==> config.mk <==
export PLATFORM = sky130hd
export DESIGN_NAME = mmio_timer_slot
export DESIGN_NICKNAME = d
export VERILOG_FILES = /design/src/rtl/mmio_timer_slot.sv
export SDC_FILE = /design/constraint.sdc
export NUM_CORES = 1
export LEC_CHECK = 0
export ABC_AREA = 1
export CAP_MARGIN = 10
export CORE_MARGIN = 2
export CORE_UTILIZATION = 50
export DETAILED_ROUTE_END_ITERATION = 6
export PLACE_DENSITY = 0.69
export SLEW_MARGIN = 10
export SYNTH_ARGS = -nofsm -noshare
export SYNTH_HDL_FRONTEND = slang
export SYNTH_SLANG_ARGS = --single-unit
==> constraint.sdc <==
create_clock -name aclk -period 2.71 [get_ports aclk]
set_clock_uncertainty 0.1 [all_clocks]
set_input_delay 0.542 -clock aclk [delete_from_list [all_inputs] [get_ports aclk]]
set_output_delay 0.542 -clock aclk [all_outputs]
set_load 0.05 [all_outputs]
==> src/rtl/mmio_timer_slot.sv <==
// mmio_timer_slot: slot-0 responder on the MMIO controller's slot bus, holding
// a 64-bit free-running timer with prescaler, 64-bit compare, match flag and
// level interrupt.
//
// Ports:
//   aclk, arst_n           clock, asynchronous active-low reset
//   chip_select            slot select from the controller
//   read, write            request strobes, qualified by chip_select
//   reg_addr[7:0]          register byte offset
//   wr_data[31:0]          write data, valid the cycle after the cs&write cycle
//   transaction_completed  controller has closed its response phase
//   rd_data[31:0]          read data, held through the response phase
//   wr_done, rd_done       transaction complete flags
//   idle                   responder is in IDLE
//   slave_error            write to a read-only register
//   decode_error           unmapped or misaligned offset
//   signal_received        one-cycle pulse when a request is accepted
//   irq                    match_flag & irq_en
module mmio_timer_slot #(
    parameter int unsigned PRESCALE_W = 16,
    parameter logic [63:0] CMP_RESET  = 64'hFFFF_FFFF_FFFF_FFFF
) (
    input  logic        aclk,
    input  logic        arst_n,
    input  logic        chip_select,
    input  logic        read,
    input  logic        write,
    input  logic [7:0]  reg_addr,
    input  logic [31:0] wr_data,
    input  logic        transaction_completed,
    output logic [31:0] rd_data,
    output logic        wr_done,
    output logic        rd_done,
    output logic        idle,
    output logic        slave_error,
    output logic        decode_error,
    output logic        signal_received,
    output logic        irq
);

    localparam int unsigned ADDR_W = 8;
    localparam int unsigned DATA_W = 32;
    localparam int unsigned CNT_W  = 64;

    localparam logic [ADDR_W-1:0] A_CTRL     = 8'h00;
    localparam logic [ADDR_W-1:0] A_STATUS   = 8'h04;
    localparam logic [ADDR_W-1:0] A_COUNT_LO = 8'h08;
    localparam logic [ADDR_W-1:0] A_COUNT_HI = 8'h0C;
    localparam logic [ADDR_W-1:0] A_CMP_LO   = 8'h10;
    localparam logic [ADDR_W-1:0] A_CMP_HI   = 8'h14;
    localparam logic [ADDR_W-1:0] A_PRESCALE = 8'h18;

    typedef enum logic [1:0] {
        S_IDLE   = 2'd0,
        S_WR_CAP = 2'd1,
        S_RESP   = 2'd2
    } state_t;

    // Address decode helpers
    function automatic logic f_mapped(input logic [ADDR_W-1:0] a);
        case (a)
            A_CTRL, A_STATUS, A_COUNT_LO, A_COUNT_HI,
            A_CMP_LO, A_CMP_HI, A_PRESCALE: f_mapped = 1'b1;
            default:                        f_mapped = 1'b0;
        endcase
    endfunction

    function automatic logic f_ro(input logic [ADDR_W-1:0] a);
        f_ro = (a == A_COUNT_LO) || (a == A_COUNT_HI);
    endfunction

    // Bus-side registers
    state_t              r_state;
    logic [ADDR_W-1:0]   r_addr;
    logic [DATA_W-1:0]   r_rd_data;
    logic                r_wr_done;
    logic                r_rd_done;
    logic                r_idle;
    logic                r_slv_err;
    logic                r_dec_err;
    logic                r_sig_rx;
    logic                r_irq;

    // Timer registers
    logic                r_en;
    logic                r_irq_en;
    logic                r_auto;
    logic                r_match;
    logic [CNT_W-1:0]    r_count;
    logic [CNT_W-1:0]    r_cmp;
    logic [PRESCALE_W-1:0] r_pcnt;
    logic [PRESCALE_W-1:0] r_prescale;
    logic [DATA_W-1:0]   r_snap;

    // Next-state / next-output wires
    state_t              w_state_nxt;
    logic [ADDR_W-1:0]   w_addr_nxt;
    logic [DATA_W-1:0]   w_rd_data_nxt;
    logic                w_wr_done_nxt;
    logic                w_rd_done_nxt;
    logic                w_slv_err_nxt;
    logic                w_dec_err_nxt;
    logic                w_sig_rx_nxt;
    logic                w_rd_acc;
    logic [DATA_W-1:0]   w_rd_val;

    // Timer control wires
    logic                w_wr_ok;
    logic                w_wr_ctrl;
    logic                w_clr;
    logic                w_tick;
    logic                w_hit;
    logic                w_w1c;
    logic                w_match_nxt;
    logic                w_irq_en_nxt;

    // Register read mux on the live request address
    always_comb begin
        w_rd_val = '0;
        case (reg_addr)
            A_CTRL:     w_rd_val = {28'd0, r_auto, r_irq_en, 1'b0, r_en};
            A_STATUS:   w_rd_val = {31'd0, r_match};
            A_COUNT_LO: w_rd_val = r_count[31:0];
            A_COUNT_HI: w_rd_val = r_snap;
            A_CMP_LO:   w_rd_val = r_cmp[31:0];
            A_CMP_HI:   w_rd_val = r_cmp[63:32];
            A_PRESCALE: w_rd_val = DATA_W'(r_prescale);
            default:    w_rd_val = '0;
        endcase
    end

    // Responder FSM: next state and next registered outputs
    always_comb begin
        w_state_nxt   = r_state;
        w_addr_nxt    = r_addr;
        w_rd_data_nxt = r_rd_data;
        w_wr_done_nxt = r_wr_done;
        w_rd_done_nxt = r_rd_done;
        w_slv_err_nxt = r_slv_err;
        w_dec_err_nxt = r_dec_err;
        w_sig_rx_nxt  = 1'b0;
        w_rd_acc      = 1'b0;
        case (r_state)
            S_IDLE: begin
                // write takes priority when both strobes are high
                if (chip_select && write) begin
                    w_sig_rx_nxt = 1'b1;
                    w_addr_nxt   = reg_addr;
                    w_state_nxt  = S_WR_CAP;
                end else if (chip_select && read) begin
                    w_sig_rx_nxt  = 1'b1;
                    w_addr_nxt    = reg_addr;
                    w_rd_acc      = 1'b1;
                    w_rd_data_nxt = f_mapped(reg_addr) ? w_rd_val : '0;
                    w_rd_done_nxt = 1'b1;
                    w_dec_err_nxt = !f_mapped(reg_addr);
                    w_state_nxt   = S_RESP;
                end
            end
            S_WR_CAP: begin
                w_wr_done_nxt = 1'b1;
                w_slv_err_nxt = f_mapped(r_addr) && f_ro(r_addr);
                w_dec_err_nxt = !f_mapped(r_addr);
                w_state_nxt   = S_RESP;
            end
            S_RESP: begin
                if (!chip_select && transaction_completed) begin
                    w_wr_done_nxt = 1'b0;
                    w_rd_done_nxt = 1'b0;
                    w_slv_err_nxt = 1'b0;
                    w_dec_err_nxt = 1'b0;
                    w_state_nxt   = S_IDLE;
                end
            end
            default: w_state_nxt = S_IDLE;
        endcase
    end

    // State register and registered bus outputs
    always_ff @(posedge aclk or negedge arst_n) begin
        if (!arst_n) begin
            r_state   <= S_IDLE;
            r_addr    <= '0;
            r_rd_data <= '0;
            r_wr_done <= 1'b0;
            r_rd_done <= 1'b0;
            r_idle    <= 1'b1;
            r_slv_err <= 1'b0;
            r_dec_err <= 1'b0;
            r_sig_rx  <= 1'b0;
        end else begin
            r_state   <= w_state_nxt;
            r_addr    <= w_addr_nxt;
            r_rd_data <= w_rd_data_nxt;
            r_wr_done <= w_wr_done_nxt;
            r_rd_done <= w_rd_done_nxt;
            r_idle    <= (w_state_nxt == S_IDLE);
            r_slv_err <= w_slv_err_nxt;
            r_dec_err <= w_dec_err_nxt;
            r_sig_rx  <= w_sig_rx_nxt;
        end
    end

    // Register write commit happens at the edge that ends WR_CAP
    assign w_wr_ok   = (r_state == S_WR_CAP) && f_mapped(r_addr) && !f_ro(r_addr);
    assign w_wr_ctrl = w_wr_ok && (r_addr == A_CTRL);
    assign w_clr     = w_wr_ctrl && wr_data[1];
    assign w_tick    = r_en && (r_pcnt == r_prescale);
    // a clear write suppresses the tick, including its compare
    assign w_hit     = w_tick && !w_clr && (r_count == r_cmp);
    assign w_w1c     = w_wr_ok && (r_addr == A_STATUS) && wr_data[0];
    // a match set in the same cycle as a W1C wins
    assign w_match_nxt  = w_hit || (r_match && !w_w1c);
    assign w_irq_en_nxt = w_wr_ctrl ? wr_data[2] : r_irq_en;

    // Timer, control and compare registers
    always_ff @(posedge aclk or negedge arst_n) begin
        if (!arst_n) begin
            r_en       <= 1'b0;
            r_irq_en   <= 1'b0;
            r_auto     <= 1'b0;
            r_match    <= 1'b0;
            r_count    <= '0;
            r_cmp      <= CMP_RESET;
            r_pcnt     <= '0;
            r_prescale <= '0;
            r_snap     <= '0;
            r_irq      <= 1'b0;
        end else begin
            if (w_clr) begin
                r_count <= '0;
                r_pcnt  <= '0;
            end else if (w_tick) begin
                r_count <= (w_hit && r_auto) ? '0 : r_count + CNT_W'(1);
                r_pcnt  <= '0;
            end else if (r_en) begin
                r_pcnt  <= r_pcnt + PRESCALE_W'(1);
            end

            r_match  <= w_match_nxt;
            r_irq_en <= w_irq_en_nxt;
            // irq tracks match & irq_en with no extra cycle of delay
            r_irq    <= w_match_nxt && w_irq_en_nxt;

            if (w_wr_ctrl) begin
                r_en   <= wr_data[0];
                r_auto <= wr_data[3];
            end
            if (w_wr_ok && (r_addr == A_CMP_LO))   r_cmp[31:0]  <= wr_data;
            if (w_wr_ok && (r_addr == A_CMP_HI))   r_cmp[63:32] <= wr_data;
            if (w_wr_ok && (r_addr == A_PRESCALE)) r_prescale   <= wr_data[PRESCALE_W-1:0];

            // COUNT_LO read freezes the upper half for a following COUNT_HI read
            if (w_rd_acc && (reg_addr == A_COUNT_LO)) r_snap <= r_count[63:32];
        end
    end

    assign rd_data         = r_rd_data;
    assign wr_done         = r_wr_done;
    assign rd_done         = r_rd_done;
    assign idle            = r_idle;
    assign slave_error     = r_slv_err;
    assign decode_error    = r_dec_err;
    assign signal_received = r_sig_rx;
    assign irq             = r_irq;

endmodule

# Word level (Yosys, flattened, before mapping)
# Cells that the tools add are included.
[word_totals] register_bits=245 out_inout_bits=39 wordCells=122
[op_classes] add_sub_neg=2 n_eq_ne=19 mux=35 bitwise=1 reduce_logical=45
[op_table] operator="32-bit case mux with 7 select lines" count=1
[op_table] operator="64-bit 2-to-1 mux" count=3
[op_table] operator="64-bit by 1-bit adder with 64-bit output, second input constant" count=1
[op_table] operator="64-bit equality test" count=1
[op_table] operator="8-bit by 5-bit equality test with 1-bit output, second input constant" count=6
[op_table] operator="16-bit 2-to-1 mux" count=3
[op_table] operator="8-bit by 4-bit equality test with 1-bit output, second input constant" count=4
[op_table] operator="32-bit 2-to-1 mux" count=1
[op_table] operator="1-bit logical AND" count=20
[op_table] operator="1-bit 2-to-1 mux" count=17
[op_table] operator="16-bit by 1-bit adder with 16-bit output, second input constant" count=1
[op_table] operator="16-bit equality test" count=1
[op_table] operator="8-bit by 3-bit equality test with 1-bit output, second input constant" count=2
[op_table] operator="8-bit zero test" count=2
[op_table] operator="8-bit 2-to-1 mux" count=2
[op_table] operator="7-bit OR reduction" count=2
[op_table] operator="4-bit AND reduction" count=2
[op_table] operator="2-bit nonzero test" count=4
[op_table] operator="1-bit zero test" count=6
[op_table] operator="2-bit 2-to-1 mux" count=3
[op_table] operator="2-bit != test, second input constant" count=3
[op_table] operator="1-bit case mux with 2 select lines" count=3
[op_table] operator="2-bit case mux with 3 select lines" count=1
[op_table] operator="3-bit nonzero test" count=2
[op_table] operator="8 further kinds" count=11

# Longest topological paths before layout
# Gate-level depths: netlist (run 1).
[logic_depth] depth_word=14 mapped_depth=14

# Worst setup path after synthesis (run 1)
# OpenSTA, ideal clock, no wires.
[synth_path] path_type="input to register" startpoint="input reg_addr[0]" endpoint="register r_snap[10]" setup_time_ns=0.130 arrival_ns=1.692 path_slack_ns=0.788 path_stages=11 n_path_buf=1 cell_sequence="inv_1 > nand2_1 > nor2_2 > nand2_1 > inv_1 > nand2_1 > inv_1 > nand2_1 > clkbuf_1 > nand2_1 > o21ai_0"
[synth_via] elab_chain_cells=2
[synth_rtl] item="start: declaration" line_no="28" source="input logic [7:0] reg_addr,"
[synth_rtl] item="8-bit by 4-bit equality test with 1-bit output" line_no="254" source="if (w_rd_acc && (reg_addr == A_COUNT_LO)) r_snap <= r_count[63:32];"
[synth_rtl] item="1-bit logical AND" line_no="254"
[synth_rtl] item="end signal: assignment" line_no="254"
[synth_rtl] item="end: declaration" line_no="93" source="logic [DATA_W-1:0] r_snap;"
# Every way passes these cells.
# A chain may end at the register's enable or synchronous reset.

# Final worst setup path (run 1)
[layout_path] startpoint="register r_prescale[6]" endpoint="register r_count[49]"
[layout_via] elab_chain_cells=8
[layout_rtl] item="start: declaration" line_no="92" source="logic [PRESCALE_W-1:0] r_prescale;"
[layout_rtl] item="start signal: assignment" line_no="251" source="if (w_wr_ok && (r_addr == A_PRESCALE)) r_prescale <= wr_data[PRESCALE_W-1:0];"
[layout_rtl] item="16-bit equality test (*)" line_no="208" source="assign w_tick = r_en && (r_pcnt == r_prescale);"
[layout_rtl] item="1-bit logical AND (*)" line_no="208"
[layout_rtl] item="1-bit logical AND (2 in a row)" line_no="210" source="assign w_hit = w_tick && !w_clr && (r_count == r_cmp);"
[layout_rtl] item="1-bit logical AND" line_no="234" source="r_count <= (w_hit && r_auto) ? '0 : r_count + CNT_W'(1);"
[layout_rtl] item="64-bit 2-to-1 mux" line_no="234"
[layout_rtl] item="64-bit 2-to-1 mux" line_no="233" source="end else if (w_tick) begin"
[layout_rtl] item="64-bit 2-to-1 mux" line_no="230" source="if (w_clr) begin"
[layout_rtl] item="end signal: assignment" line_no="234"
[layout_rtl] item="end: declaration" line_no="89" source="logic [CNT_W-1:0] r_count;"
# Every way passes the cells marked *; elsewhere a longest branch is shown, timed or not. The select of a mux whose other input is x is not followed.

==> results of run 1 <==
-- cell families after synthesis --
family | Yosys count | synth area share
AO/OA/AOI/OAI | 231 | 0.0844
XOR/XNOR | 72 | 0.0430
adder cells (fa/ha/maj) | 6 | 0.00512
buffers and inverters | 303 | 0.0812
flip-flops | 245 | 0.424
multiplexers | 2 | 0.00145
AND/OR/NAND/NOR | 1321 | 0.361
-- synthesized netlist by cell type (all sizes together) (2+ instances only) --
master     n
o2111ai    8
ha         6
xnor2     44
nor2     281
dfrtp    180
nor3b      2
nand4     42
o211ai    13
dfstp     65
a21oi     23
a31oi      2
buf       27
o31ai      3
xor2      28
nand2    881
clkbuf    45
nand3     76
nor3      35
o21ai    177
inv      230
o22ai      3
-- state kept, by name, indices dropped and copies added, names as in the netlist, 2 cells and up --
name / cells
r_addr: 8
r_cmp: 64
r_count: 64
r_pcnt: 16
r_prescale: 16
r_snap: 32
r_state: 2
rd_data: 32
-- power groups by stage --
stage	Combinational, W	Clock (W)	Sequential, W
finish	0.00200	0.00389	0.00452
global route	0.00226	0.00408	0.00457
CTS	0.00200	0.00393	0.00451
detailed placement	0.00199	0	0.00456
global placement	0.00194	0	0.00456
floorplan	0.00121	0	0.00458
-- layout make-up --
class                      instances  area, um2
fill                            2722      11700
multi-input combinational       1632       7260
sequential                       245       6210
timing repair buffer             134       1340
clock buffer                      45        916
inverter                         231        867
tap                              384        480
clock inverter                     7       41.3
-- worst reg2reg max path, cell delays in order (launching register included) --
cell and delay, ps:
dfrtp_1 440, inv_1 150, nand2_1 100, nand2_1 50, nor2_1 160, nand2_1 70
nor2_1 220, nand2_1 170, nor2_4 260, buf_12 260, nand2_1 100, nor2_1 210
nand2_1 100, nand2_1 70
-- layer usage --
metal / global-route usage / wire length (um)
met5: 0 / 0
met4: 0.0708 / 1050
met3: 0.0500 / 4130
met2: 0.481 / 20700
met1: 0.494 / 22800
-- worst paths after layout --
check | to | slack (ps) | from
setup reg to reg | r_count[49] | 190 | r_prescale[6]
setup / recovery | r_count[49] | 190 | r_prescale[6]
max in group asynchronous | r_count[53] | 1320 | arst_n
hold reg to reg | r_snap[9] | 380 | r_snap[9]
hold / removal | r_snap[9] | 380 | r_snap[9]
min in group asynchronous | r_addr[1] | 410 | arst_n
-- per-stage QoR --
stage           util  area, um2  total power, W  hold WS [ps]  setup WS [ps]
6_report       0.595      17100          0.0104           383            195
4_1_cts        0.595      17100          0.0104           388            196
2_1_floorplan      -      14700         0.00579           146            788
3_3_place_gp   0.561      16100         0.00650           355            259
3_5_place_dp   0.561      16100         0.00655           368            223
5_1_grt        0.595      17100          0.0109           409            107
==> results.py, run 1 <==
metrics = {
    "yosys": {
        "syn_nets": 2232,
        "synth_edf_count": 0,
        "synth_seq_area_share": 0.424,
        "synth_top_cell_by_area": "dfrtp_1",
        "synth_area_mm2": 0.0147,
        "ys_top_cells_by_area": "dfrtp_1 31%, nand2_1 23%, dfstp_2 12%, nor2_1 7.0%, inv_1 5.8%",
        "ys_types": 42,
        "postSynthAreaPerCell_um2": 6.72,
        "synthArstFlopShare": 1.00,
        "synthFlopType": "dfrtp_1",
        "syn_inst": 2180,
        "ys_seq_elements": 245,
        "synth_warnings": 0,
        "synth_top_area_frac": 0.307,
    },
    "drt": {
        "drc": 0,
        "wl_um": 48700,
        "wire_per_inst_um": 18.2,
        "vias": 14500,
        "drt_pass1_iterations": 6,
        "drtIter0Drc": 1311,
        "viasPerCell": 5.40,
        "postRouteAntennaNets": 0,
    },
    "timing": {
        "drv_slew": 0,
        "setup_tns_ps": 0,
        "timing.final.crit_share": 0.928,
        "finalHoldViolations": 0,
        "fmax_ghz": 0.398,
        "worst_pin_slew_ps": 745,
        "maxSlewHeadroom": 0.503,
        "layout_min_cycle_time_ps": 2520,
        "grt_setup_unrepaired": "no",
        "finalSetupViolCount": 0,
    },
    "floorplanning": {
        "dieArea_mm2": 0.0307,
        "die_h_um": 175,
        "rows": 62,
        "start_util": 0.509,
        "die_x_um": 175,
        "io_pins": 85,
        "core_area_mm2": 0.0288,
    },
    "clock_tree": {
        "ctsHoldBuffers": 1,
        "cts_resized": 0,
        "path_clk_slew_ps": 60,
        "post-cts-setup-buffers": 0,
        "numCtsBuffers": 28,
        "cts_tree": "yes",
        "cts_max_level": 1,
        "clock_path_buffers": 3,
        "clock-sinks": 245,
        "root_buffer": "clkbuf_16",
        "worstSkewPairLatency_ps": 560,
    },
    "flow_run": {
        "cap_viol_max_count": 0,
    },
    "setup_path": {
        "critPathBufInv": 2,
        "crit_type": "flop to flop",
        "critPathRequiredTime_ps": 3100,
        "arrival_ps": 2910,
        "cp-end-kind": "flop",
        "reg2reg_depth": 13,
        "cpMaxStageDelayCell": "dfrtp_1",
        "crit_family": "simple AND/OR/NAND/NOR gates",
        "critical_path.cell_chain": "inv_1, nand2_1, nand2_1, nor2_1, nand2_1, nor2_1, nand2_1, nor2_4, buf_12, nand2_1, nor2_1, nand2_1, nand2_1",
        "slowest_delay_ps": 440,
        "start_kind": "flop",
        "crit_top_cell": "nand2_1",
        "worstPathMaxFanout": 33,
        "cp.depth": 13,
    },
    "global_route": {
        "grt-ovfl-total": 0,
        "grt_max_degree": 68,
        "first_global_vias": 13600,
        "antenna_found_initial": 0,
        "grt.total_usage": 0.323,
        "grt_pass1_wl_um": 77400,
    },
    "pwr": {
        "p_switching_w": 0.00332,
        "p_per_area_mw_per_mm2": 608,
        "pwr-share-comb": 0.192,
        "worst_ir_drop_vdd_mv": 0.584,
        "switching_share": 0.319,
        "power.share.sequential": 0.434,
        "power.share.clock": 0.373,
        "power_leakage_nw": 8.52,
        "intPower_w": 0.00709,
    },
    "layout": {
        "layout-drive-gt1-share": 0.0837,
        "layout_common_cells": "879 x nand2_1, 271 x nor2_1, 224 x inv_1",
        "final_nets": 2324,
        "area.growth.synth_to_final_pct": 16.8,
        "diodes": 0,
        "final_common_cell": "nand2_1",
        "fin_cells": 2678,
    },
    "place": {
        "place_hpwl_um": 36200,
        "portBuffers": 84,
        "globalplace.congestion": 0.937,
        "dp_cells": 2625,
    },
    "hold_path": {
        "hold_path_depth": 2,
        "hold_class": "flop to flop",
    },
    "status": {
        "outcome": "completed",
    },
}
(Power assumes the default switching activity.)
==> inputs of run 2 (changes only) <==
CAP_MARGIN = 5   (was 10)
PLACE_DENSITY = 0.71   (was 0.69)
clock period = 2.25 ns   (was 2.71 ns; I/O delays follow)
==> run 2 against run 1 <==
- power is 23% higher
- sequential share of layout area decreased by 2.0 points
- via count is 4.2% higher
- clock power grew 21%
==> results.py, run 2 (synthesis results as in run 1) <==
metrics = {
    "setup_path": {
        "r2r-start": "r_cmp[41]",
        "crit_family": "buffers and inverters",
        "cp-end-kind": "primary output",
        "critical_path.cell_chain": "clkdlybuf4s50_1",
        "slowest_delay_ps": 800,
        "cpMaxStageDelayCell": "clkdlybuf4s50_1",
        "worstPathMaxFanout": 1,
        "crit_type": "flop to primary output",
        "crit_start": "irq",
        "critPathBufInv": 1,
        "critPathRequiredTime_ps": 1700,
        "start_kind": "flop",
        "arrival_ps": 1680,
    },
    "flow_run": {
        "cap_viol_max_count": 0,
    },
    "clock_tree": {
        "worstSkewPairLatency_ps": 560,
        "numCtsBuffers": 28,
        "cts_tree": "yes",
        "clock-sinks": 245,
        "path_clk_slew_ps": 60,
        "clock_path_buffers": 3,
        "cts_max_level": 1,
        "root_buffer": "clkbuf_16",
    },
    "layout": {
        "area.growth.synth_to_final_pct": 23.9,
        "diodes": 0,
        "fillers": 2636,
        "layout-drive-gt1-share": 0.136,
        "layout_common_cells": "874 x nand2_1, 253 x nor2_1, 224 x inv_1",
        "final_nets": 2438,
        "final_common_cell": "nand2_1",
        "largestRegisters": "r_cmp (64), r_count (64)",
    },
    "floorplanning": {
        "rows": 62,
        "dieArea_mm2": 0.0307,
        "die_x_um": 175,
        "die_h_um": 175,
        "core_area_mm2": 0.0288,
        "io_pins": 85,
        "start_util": 0.509,
    },
    "timing": {
        "finalHoldViolations": 0,
        "drv_slew": 0,
        "maxSlewHeadroom": 0.650,
        "setup_tns_ps": 0,
        "grt_setup_unrepaired": "yes",
        "layout_min_cycle_time_ps": 2230,
        "hold_ws_ps": 321,
        "worst_pin_slew_ps": 525,
        "fmax_ghz": 0.449,
        "finalSetupViolCount": 0,
        "timing.final.crit_share": 0.990,
    },
    "drt": {
        "wl_um": 50000,
        "drc": 0,
        "viasPerCell": 5.39,
        "postRouteAntennaNets": 0,
        "drtIter0Drc": 1680,
        "wire_per_inst_um": 17.9,
        "vias": 15100,
        "drt_pass1_iterations": 7,
    },
    "pwr": {
        "intPower_w": 0.00871,
        "switching_share": 0.319,
        "power.share.clock": 0.369,
        "power.share.sequential": 0.422,
        "p_switching_w": 0.00407,
        "p_per_area_mw_per_mm2": 704,
        "power_leakage_nw": 9.29,
        "worst_ir_drop_vdd_mv": 0.620,
        "power.total_w": 0.0128,
        "pwr-share-comb": 0.209,
    },
    "global_route": {
        "grtUsageMet2": 0.484,
        "grt_pass1_wl_um": 77300,
        "use_met3": 0.0468,
        "antenna_found_initial": 0,
        "grt.total_usage": 0.322,
        "busiest_layer": "met1",
        "grtUsageMet1": 0.490,
        "first_global_vias": 13800,
        "grt_max_degree": 65,
        "grt-ovfl-total": 0,
    },
    "place": {
        "place_hpwl_um": 37600,
        "globalplace.congestion": 1.04,
        "portBuffers": 84,
    },
    "status": {
        "outcome": "completed",
    },
    "hold_path": {
        "hold_class": "input port to async pin",
    },
}
==> run 2: changes by cell type in the layout (fill, tap and decap cells not counted), sizes merged <==
cell / change
bufinv: +2
dlymetal6s2s: +1
buf: +111
inv: -1
clkinv: -2
clkbuf: +2
clkinvlp: +2
dlygate4sd2: +37
clkdlybuf4s50: -38
==> run 2: power groups by stage <==
stage	registers [W]	logic (W)	clock network, W
finish	0.00539	0.00267	0.00471
global route	0.00545	0.00298	0.00491
CTS	0.00538	0.00263	0.00475
detailed placement	0.00545	0.00264	0
global placement	0.00544	0.00259	0
floorplan	0.00551	0.00146	0
==> run 2: worst register-to-register path, cell delays in order (launching register included) <==
cell and delay (ps):
dfstp_2 570, nand2_1 70, nand2_1 100, nand2_1 60, nor2_2 180, nand2_1 110
nor2_1 140, nand2_2 80, nor2_4 140, nand3_4 170, clkbuf_16 250, nand2_1 80
nand2_1 50
==> run 2: layout make-up <==
| type | count | area [um2] | share of cell area |
|---|---|---|---|
| Timing Repair Buffer | 248 | 2270 | 0.125 |
| Clock buffer | 44 | 841 | 0.0463 |
| Tap cell | 384 | 480 | 0.0265 |
| Inverter | 231 | 880 | 0.0485 |
| Clock inverter | 8 | 113 | 0.00620 |
| Multi-Input combinational cell | 1632 | 7350 | 0.405 |
| Sequential cell | 245 | 6220 | 0.343 |
==> run 2: through the flow <==
step,util,std cells,instance area (um2),setup slack [ps]
after floorplan,-,2180,14700,339
after detailed placement,0.589,2728,17000,-112
final,0.631,2792,18100,22.1
after global placement,0.589,2728,17000,-52.9
after global routing,0.631,2792,18100,-45.0
after CTS,0.622,2781,17900,7.56
==> run 2: repair_timing <==
action | in CTS | in global routing
gates cloned | 0 | 4
setup buffers | 0 | 7
setup endpoints to repair | 51 | 83
pin swaps | 1 | 3
endpoints found under the hold margin | 34 | 0
hold buffers | 1 | 0
resized for setup | 40 | 39
==> run 2: path summary, 6_finish.rpt <==
path,cells after the start,slack [ps],end
setup / recovery,1,20,irq
hold reg to reg,2,360,wr_done
max in group asynchronous,3,980,r_pcnt[11]
min in group aclk,3,320,r_cmp[28]
setup reg to reg,12,50,r_count[16]
hold / removal,2,320,r_prescale[10]
==> run 2: metal layers <==
metal | vias to the layer above | part of all wire | routed length, um
met5 | - | 0 | 0
met4 | 0 | 0.025 | 1270
met3 | 76 | 0.091 | 4560
met2 | 662 | 0.43 | 21500
met1 | 7085 | 0.45 | 22700
li1 | 7236 | - | -
==> inputs of run 3 (changes only) <==
DONT_BUFFER_PORTS = 1   (was unset)
PLACE_DENSITY = 0.68   (was 0.71)
==> run 3 against run 2 <==
- the run now ends with negative hold slack left
- via count down 3.2%
- utilization down 2.9 points
- global-route usage down 0.24 points
==> results.py, run 3 (synthesis results as in run 1) <==
metrics = {
    "status": {
        "outcome": "finished, violations left",
        "violations": "negative hold slack",
    },
    "layout": {
        "layout_common_cells": "877 x nand2_1, 256 x nor2_1, 221 x inv_1",
        "final_nets": 2345,
        "fillers": 2681,
        "layout-drive-gt1-share": 0.123,
        "final_common_cell": "nand2_1",
        "largestRegisters": "r_cmp (64), r_count (64)",
        "diodes": 0,
        "area.growth.synth_to_final_pct": 18.2,
    },
    "global_route": {
        "grt_pass1_wl_um": 76900,
        "grt_max_degree": 246,
        "first_global_vias": 13700,
        "grt.total_usage": 0.320,
        "antenna_found_initial": 0,
        "grt-ovfl-total": 0,
    },
    "clock_tree": {
        "clock-sinks": 245,
        "clock_path_buffers": 3,
        "worstSkewPairLatency_ps": 560,
        "cts_max_level": 1,
        "ctsHoldBuffers": 39,
        "cts_tree": "yes",
        "numCtsBuffers": 28,
        "path_clk_slew_ps": 60,
        "root_buffer": "clkbuf_16",
    },
    "setup_path": {
        "arrival_ps": 2560,
        "cp-end-kind": "flop",
        "start_kind": "flop",
        "critPathRequiredTime_ps": 2600,
        "crit_type": "flop to flop",
        "worstPathMaxFanout": 16,
    },
    "timing": {
        "fmax_ghz": 0.452,
        "finalSetupViolCount": 0,
        "finalWorstSetupSlack_ps": 36.0,
        "hold_ws_ps": -511,
        "drv_slew": 0,
        "timing.final.crit_share": 0.984,
        "layout_min_cycle_time_ps": 2210,
        "maxSlewHeadroom": 0.629,
        "worst_pin_slew_ps": 557,
        "finalHoldViolations": 245,
        "setup_tns_ps": 0,
    },
    "drt": {
        "postRouteAntennaNets": 0,
        "drc": 0,
        "drt_pass1_iterations": 6,
        "drtIter0Drc": 1594,
        "wire_per_inst_um": 18.5,
        "vias": 14600,
        "wl_um": 49900,
        "viasPerCell": 5.40,
    },
    "floorplanning": {
        "io_pins": 85,
        "dieArea_mm2": 0.0307,
        "rows": 62,
        "die_h_um": 175,
        "start_util": 0.509,
        "core_area_mm2": 0.0288,
        "die_x_um": 175,
    },
    "pwr": {
        "power_leakage_nw": 8.73,
        "p_per_area_mw_per_mm2": 716,
        "worst_ir_drop_vdd_mv": 0.840,
    },
    "place": {
        "pre_cts_ws_ps": 54.2,
        "portBuffers": 0,
        "place_hpwl_um": 36200,
        "globalplace.congestion": 0.974,
    },
    "flow_run": {
        "cap_viol_max_count": 0,
    },
    "hold_path": {
        "hold_class": "input port to async pin",
    },
}
## run 3: cell types whose count changed in the layout (fill, tap and decap cells not counted), sizes merged, moves of 6 or more
cell           delta
buf              -48
clkbuf            -6
clkdlybuf4s50    -45
clkinv            +6
dlygate4sd2      -37
dlygate4sd3      +38
## run 3: final cells by class
class                      instances  area [um2]  area share
sequential                       245        6220       0.359
tap                              384         480      0.0277
inverter                         231         867      0.0500
multi-input combinational       1632        7360       0.425
clock inverter                    14         144     0.00831
timing repair buffer             155        1470      0.0847
clock buffer                      38         788      0.0455
## run 3: power breakdown
part | internal, W | switching [W] | leakage (nW)
registers | 0.00493 | 0.000692 | 2.98
logic | 0.000795 | 0.00132 | 5.29
clock network | 0.00269 | 0.00196 | 0.458
## run 3: repair_timing
action,CTS,global route
setup buffers,0,5
resized for setup,0,35
endpoints found under the setup margin,0,125
hold endpoints to repair,312,245
## run 3: per-stage QoR
stage | power [W] | instances | cell area, um2 | utilization
2_1_floorplan | 0.00698 | 2180 | 14700 | -
6_report | 0.0124 | 2699 | 17300 | 0.602
3_5_place_dp | 0.00764 | 2599 | 15800 | 0.548
5_1_grt | 0.0129 | 2699 | 17300 | 0.602
4_1_cts | 0.0123 | 2690 | 17100 | 0.594
3_3_place_gp | 0.00758 | 2599 | 15800 | 0.548
## run 3: final timing paths
check	start	endpoint	slack, ps	cells after the start
max	r_cmp[58]	r_count[11]	40	12
min	arst_n	r_addr[5]	-510	0
max reg2reg	r_cmp[58]	r_count[11]	40	12
min reg2reg	r_snap[18]	r_snap[18]	380	2
max in group asynchronous	arst_n	r_cmp[40]	2270	0
min in group aclk	wr_data[0]	r_cmp[0]	30	2
## run 3: metal layers
layer,up-vias,wire [um],GRT usage
met5,-,0,0
met4,0,915,0.0622
met3,67,4070,0.0381
met2,579,21500,0.482
met1,6896,23400,0.496
li1,7040,-,-
## run 3: critical path: stages, from the launching register on
cell	delay, ps
dfstp_2	560
nand2_1	60
nand2_1	110
nand2_1	70
nor2_1	110
nand2_1	110
nor2_2	190
nand2_2	90
nor2_4	140
nand3_4	170
clkbuf_16	250
nand2_1	90
nand2_1	50
